--- src/rtl/stopwatch_pkg.sv ---
// -----------------------------------------------------------------------------
// stopwatch_pkg
// Shared types and constants for the stopwatch controller.
//   state_t   : controller states IDLE / RUN / PAUSE
//   bcd_t     : one 4-bit BCD display digit
//   ONES_MAX  : upper limit of a ones digit (9)
//   TENS_MAX  : upper limit of a tens digit (5)
//   digit_inc : wrap-safe digit increment helper
// -----------------------------------------------------------------------------
package stopwatch_pkg;

    typedef enum logic [1:0] {
        IDLE,
        RUN,
        PAUSE
    } state_t;

    typedef logic [3:0] bcd_t;

    localparam bcd_t ONES_MAX = 4'd9;
    localparam bcd_t TENS_MAX = 4'd5;

    // Wrapping on ">=" rather than "==" guarantees an out-of-range value can
    // never persist past the next increment.
    function automatic bcd_t digit_inc(input bcd_t d, input bcd_t max);
        return (d >= max) ? '0 : d + 4'd1;
    endfunction

endpackage

--- src/rtl/button_debouncer.sv ---
// -----------------------------------------------------------------------------
// button_debouncer
// Two-flop synchronizer, stability-count debouncer and rising-edge detector
// for one raw push-button.
// Parameters:
//   DEBOUNCE_CYCLES : cycles the synchronized level must hold before it is
//                     accepted as the new debounced level
// Ports:
//   clk   : system clock, rising edge
//   rst   : synchronous active-high reset
//   raw   : asynchronous raw button level, active-high
//   press : one-cycle pulse on each debounced rising edge
// -----------------------------------------------------------------------------
module button_debouncer #(
    parameter int DEBOUNCE_CYCLES = 1_000_000
) (
    input  logic clk,
    input  logic rst,
    input  logic raw,
    output logic press
);

    localparam int DC = (DEBOUNCE_CYCLES < 1) ? 1 : DEBOUNCE_CYCLES;
    localparam int CW = (DC > 1) ? $clog2(DC) : 1;
    localparam logic [CW-1:0] CNT_MAX = CW'(DC - 1);

    logic          sync1;
    logic          sync2;
    logic          level;
    logic          level_d;
    logic [CW-1:0] cnt;

    always_ff @(posedge clk) begin
        if (rst) begin
            sync1   <= 1'b0;
            sync2   <= 1'b0;
            level   <= 1'b0;
            level_d <= 1'b0;
            cnt     <= '0;
        end else begin
            sync1   <= raw;
            sync2   <= sync1;
            level_d <= level;
            // cnt tracks how many consecutive cycles sync2 has disagreed with
            // the accepted level; the DC-th such cycle flips the level.
            if (sync2 != level) begin
                if (cnt == CNT_MAX) begin
                    level <= sync2;
                    cnt   <= '0;
                end else begin
                    cnt <= cnt + 1'b1;
                end
            end else begin
                cnt <= '0;
            end
        end
    end

    assign press = level & ~level_d;

endmodule

--- src/rtl/stopwatch_controller.sv ---
// -----------------------------------------------------------------------------
// stopwatch_controller
// MM:SS stopwatch with start/stop, clear and (optional) lap freeze.
// Optional feature macro: STOPWATCH_LAP_EN (lap freeze compiled in when set).
// Parameters:
//   TICK_DIV        : clk cycles per one-second tick
//   DEBOUNCE_CYCLES : button debounce stability window in cycles
// Ports:
//   clk, rst                      : clock, synchronous active-high reset
//   btn_start_stop/btn_clear/btn_lap : raw active-high buttons
//   seconds_ones_counter ... minutes_tens_counter : BCD display digits
//   running                       : high while in RUN
//   lap_active                    : high while the displayed digits are frozen
// -----------------------------------------------------------------------------
module stopwatch_controller
    import stopwatch_pkg::*;
#(
    parameter int TICK_DIV        = 100_000_000,
    parameter int DEBOUNCE_CYCLES = 1_000_000
) (
    input  logic       clk,
    input  logic       rst,
    input  logic       btn_start_stop,
    input  logic       btn_clear,
    input  logic       btn_lap,
    output logic [3:0] seconds_ones_counter,
    output logic [3:0] seconds_tens_counter,
    output logic [3:0] minutes_ones_counter,
    output logic [3:0] minutes_tens_counter,
    output logic       running,
    output logic       lap_active
);

    localparam int TD = (TICK_DIV < 1) ? 1 : TICK_DIV;
    localparam int PW = (TD > 1) ? $clog2(TD) : 1;
    localparam logic [PW-1:0] PRESC_MAX = PW'(TD - 1);

    logic ss_ev;
    logic clr_ev;
    logic lap_ev;

    button_debouncer #(.DEBOUNCE_CYCLES(DEBOUNCE_CYCLES)) u_db_ss (
        .clk(clk), .rst(rst), .raw(btn_start_stop), .press(ss_ev)
    );
    button_debouncer #(.DEBOUNCE_CYCLES(DEBOUNCE_CYCLES)) u_db_clr (
        .clk(clk), .rst(rst), .raw(btn_clear), .press(clr_ev)
    );
    button_debouncer #(.DEBOUNCE_CYCLES(DEBOUNCE_CYCLES)) u_db_lap (
        .clk(clk), .rst(rst), .raw(btn_lap), .press(lap_ev)
    );

    state_t        state;
    state_t        state_next;
    logic [PW-1:0] presc;
    logic          tick;
    logic          clear_hit;
    bcd_t          so, st, mo, mt;
    logic [15:0]   live;
    logic [15:0]   shown;

    always_ff @(posedge clk) begin
        if (rst) state <= IDLE;
        else     state <= state_next;
    end

    // Clear is tested before start/stop so a coincident press in PAUSE
    // lands in IDLE.
    always_comb begin
        state_next = state;
        case (state)
            IDLE:    if (ss_ev) state_next = RUN;
            RUN:     if (ss_ev) state_next = PAUSE;
            PAUSE: begin
                if (clr_ev)     state_next = IDLE;
                else if (ss_ev) state_next = RUN;
            end
            default: state_next = IDLE;
        endcase
    end

    assign tick      = (state == RUN) && (presc == PRESC_MAX);
    assign clear_hit = (state == PAUSE) && clr_ev;
    assign running   = (state == RUN);

    always_ff @(posedge clk) begin
        if (rst) begin
            presc <= '0;
        end else begin
            case (state)
                RUN:     presc <= tick ? '0 : presc + 1'b1;
                PAUSE:   presc <= clear_hit ? '0 : presc;
                default: presc <= '0;
            endcase
        end
    end

    always_ff @(posedge clk) begin
        if (rst || clear_hit) begin
            so <= '0;
            st <= '0;
            mo <= '0;
            mt <= '0;
        end else if (tick) begin
            so <= digit_inc(so, ONES_MAX);
            if (so >= ONES_MAX) begin
                st <= digit_inc(st, TENS_MAX);
                if (st >= TENS_MAX) begin
                    mo <= digit_inc(mo, ONES_MAX);
                    if (mo >= ONES_MAX) begin
                        mt <= digit_inc(mt, TENS_MAX);
                    end
                end
            end
        end
    end

    assign live = {mt, mo, st, so};

`ifdef STOPWATCH_LAP_EN
    logic        lap_on;
    logic [15:0] frozen;

    always_ff @(posedge clk) begin
        if (rst) begin
            lap_on <= 1'b0;
            frozen <= '0;
        end else if (clear_hit) begin
            lap_on <= 1'b0;
        end else if (lap_ev) begin
            if (state == RUN) begin
                if (lap_on) begin
                    lap_on <= 1'b0;
                end else begin
                    lap_on <= 1'b1;
                    frozen <= live;
                end
            end else if (state == PAUSE) begin
                lap_on <= 1'b0;
            end
        end
    end

    assign lap_active = lap_on;
    assign shown      = lap_on ? frozen : live;
`else
    logic unused_lap;

    assign unused_lap = lap_ev;
    assign lap_active = 1'b0;
    assign shown      = live;
`endif

    assign seconds_ones_counter = shown[3:0];
    assign seconds_tens_counter = shown[7:4];
    assign minutes_ones_counter = shown[11:8];
    assign minutes_tens_counter = shown[15:12];

endmodule

--- config.mk ---
export PLATFORM = sky130hd
export DESIGN_NAME = stopwatch_controller
export DESIGN_NICKNAME = d
export VERILOG_FILES = /design/src/rtl/stopwatch_pkg.sv /design/src/rtl/button_debouncer.sv /design/src/rtl/stopwatch_controller.sv
export SDC_FILE = /design/constraint.sdc
export NUM_CORES = 1
export LEC_CHECK = 0
export BUFFER_PORTS_ARGS = -buffer_cell sky130_fd_sc_hd__buf_2
export CORE_MARGIN = 1
export CORE_UTILIZATION = 42
export DETAILED_ROUTE_END_ITERATION = 8
export HOLD_SLACK_MARGIN = 0.08
export PLACE_DENSITY = 0.62
export RECOVER_POWER = 100
export SYNTH_ARGS = -nofsm -noshare
export SYNTH_HDL_FRONTEND = slang
export SYNTH_SLANG_ARGS = --single-unit
--- constraint.sdc ---
create_clock -name clk -period 2.7 [get_ports clk]
set_input_delay 0.54 -clock clk [delete_from_list [all_inputs] [get_ports clk]]
set_output_delay 0.54 -clock clk [all_outputs]
set_load 0.02 [all_outputs]
==> impl_results.md <==
- Status: completed
- Vias in the first global route: 3382
- Post-synthesis sequential area ratio: 0.421
- Core Rows: 37
- Setup repair bufs after CTS: 0
- Worst r2r src: presc[18]
- Yosys warns: 0
- Synth top area cells: dfxtp_1, nor2_1, xor2_1
- Non-Filler Instances: 680
- CTS Buf Count: 9
- Num ports: 23
- Slew @ Worst Pin: 0.999 ns
- Fmax: 436 MHz
- Fin. Hold Viols: 0
- Count leader, synth: dfxtp_1
- Post-layout min period: 2.29 ns
- Syn Nets: 533
- RSZ-0062 raised after global routing: false
- Post-route DRC: 0
- Worst setup endpoint: minutes_ones_counter[0]
- DRT Wirelength: 8.37 mm
- Fillcell total: 1038
- Area after DPL: 0.00468 mm^2
- Placed cells: 664
- CP startpoint kind: flop
- Gr usage total: 0.162
- Die area: 0.0109 mm^2
- Crit path DAT: 2.57 ns
- EDFF count, synth: 0
- Worst IR Drop VDD: 222 uV
- Mapped cell area: 0.00442 mm^2
- Clock buffer depth: 2
- Layout cell share with drive strength beyond 1: 0.0680
- Yosys top cell area share: 0.421
- Total grt overflow: 0
- Vias: 3555
- CTS tree: done
- R2r worst-path depth: 5
- Fin. max-slew vios: 0
- Crit path launch: presc[18]
- Critical path class: flop to flop
- Final worst-path cycle share: 0.849
- Drt pass-1 iters: 4
- FF-to-FF setup slack: 0.41 ns
- Later-pin clock latency in the skew report: 0.35 ns
- Top cells by count, synth: dfxtp_1, nor2_1, xor2_1
- Area grow syn2layout: 9.94%
- PostCTS Resize Cnt: 0
- Leak Pwr: 1.54 nW
- Setup Skew: 0.00505 ns
- Die width: 105 um
- Die H: 105 um
- Dpl hpwl: 5.89 mm
- Worst EP required: 2.98 ns
- Hold Crit Class: primary input to flop
- Routed len/inst: 12.3 um
- First-pass GRT wire length: 14.7 mm
- # diodes: 0
- Post-Layout Inst Area: 0.00486 mm^2
- DRT iter0 DRCs: 95
- GP Congestion: 0.820
- End of the worst register-to-register path: minutes_ones_counter[0]
- Port Buffers: 20
- Worst Path Max Fanout: 7
- Async set or reset register ratio after synthesis: 0
- Post-CTS Hold Fix Bufs: 0
- # setup viols final: 0
- Remaining antenna violation count: 0
- Worst rel slew slack: 0.330
- Syn Inst Count: 513
- # Max-Cap Violations: 0
- Starting Density: 0.430
- Final Power: 0.00235 W
- Clk sinks: 93
- H-tree levels: 3
- Dominant cell type by area after synthesis: dfxtp_1
- CORE AREA: 0.0103 mm^2
- Via density: 5.23
- Worst Setup End Kind: flop
- Worst hold margin: 0.392 ns
- Flop and latch count out of synthesis: 93
- Avg Inst Size Synth: 8.61 um^2
- Largest net degree at the start of global routing: 21
- Clock-pin slew on the worst setup and hold paths: 0.09 ns
- Setup_tns: 0 ns
- Distinct cells, synth: 50
- Initial antenna violation count: 0
- Power Dens Cells: 484 mW/mm^2
- Final net count: 559
- Root Buffer: clkbuf_8
- Synth Flop Type: dfxtp_1
-- sequential cells by signal (all words and copies together), names as in the netlist --
register and flops:
u_db_clr.sync2 1, u_db_ss.level 1, state 2, seconds_ones_counter 4, minutes_tens_counter 4, u_db_clr.cnt 20, u_db_ss.sync2 1, u_db_clr.sync1 1
u_db_ss.level_d 1, presc 27, u_db_clr.level 1, minutes_ones_counter 4, u_db_ss.cnt 20, seconds_tens_counter 4, u_db_ss.sync1 1, u_db_clr.level_d 1
-- power by group --
group / total (W) / leakage, nW / internal [W] / switching (W)
Sequential: 0.00138 / 0.750 / 0.00137 / 0.00000174
Clock: 0.000950 / 0.0988 / 0.000439 / 0.000511
Combinational: 0.0000234 / 0.693 / 0.00000638 / 0.0000171
Total: 0.00235 / 1.54 / 0.00182 / 0.000530
-- final cells by class --
class / count / area, um^2 / share of cell area
inverter: 24 / 90.1 / 0.0185
clock inverter: 6 / 71.3 / 0.0147
tap: 136 / 170 / 0.0350
multi-input combinational: 383 / 2400 / 0.494
timing repair buffer: 28 / 135 / 0.0278
sequential: 93 / 1860 / 0.383
clock buffer: 10 / 128 / 0.0263
-- cells by family (layout without fill, tap and decap cells) --
kind of cell             count (synthesis)  in the layout  share of synthesized area
XOR/XNOR                                56             56                      0.111
adder cells (fa/ha/maj)                 15             15                     0.0425
buffers and inverters                   37             68                     0.0351
multiplexers                             5              5                     0.0116
other                                    1              1                   0.000849
flip-flops                              93             93                      0.421
AO/OA/AOI/OAI                           57             57                     0.0779
AND/OR/NAND/NOR                        249            249                      0.300
-- worst max-delay path, cell delays in order (launching register included) --
cell and delay, ns:
dfxtp_1 0.41, nor4bb_1 0.45, nand4_1 0.41, nor3_2 0.54
nand4_1 0.16, a211oi_1 0.24
-- metal layers --
metal | up-vias | wire, um | share of wire | GRT usage
met3 | 8 | 291 | 0.035 | 0.0387
met5 | - | 0 | 0 | 0
met1 | 1644 | 4150 | 0.50 | 0.203
li1 | 1844 | - | - | -
met4 | 0 | 79 | 0.0094 | 0.0561
met2 | 59 | 3860 | 0.46 | 0.271
-- stage by stage --
step                 util  setup WS [ns]
global placement    0.456          0.558
CTS                 0.475          0.446
global route        0.473          0.171
floorplan               -          0.589
detailed placement  0.456          0.518
finish              0.473          0.408
-- worst min-delay path by stage --
stage / cells after the start / start / to / slack [ns]
3_5_place_dp: 1 / u_db_ss.sync1 / u_db_ss.sync2 / 0.42
2_1_floorplan: 1 / u_db_clr.sync1 / u_db_clr.sync2 / 0.41
6_report: 2 / btn_clear / u_db_clr.sync1 / 0.39
3_3_place_gp: 1 / u_db_ss.sync1 / u_db_ss.sync2 / 0.42
4_1_cts: 2 / btn_start_stop / u_db_ss.sync1 / 0.37
5_1_grt: 2 / btn_clear / u_db_clr.sync1 / 0.38
-- cells in the final DEF, fill, tap and decap left out, types with 6 or more instances in the layout --
cell      instances
and4_1            8
nor4_1           13
a21oi_1          21
nor3_1            9
nor4b_1           6
nand4_1          20
dfxtp_1          93
nand2_1          29
clkbuf_8          9
ha_1             15
buf_4             7
nor2_1           83
inv_1            23
nand2b_1          6
clkbuf_1         19
xor2_1           31
o21ai_0          14
and3_1            9
nor2b_1           8
xnor2_1          25
or3_1             9
nand3_1          28
Power figures use the tool's default switching activity.
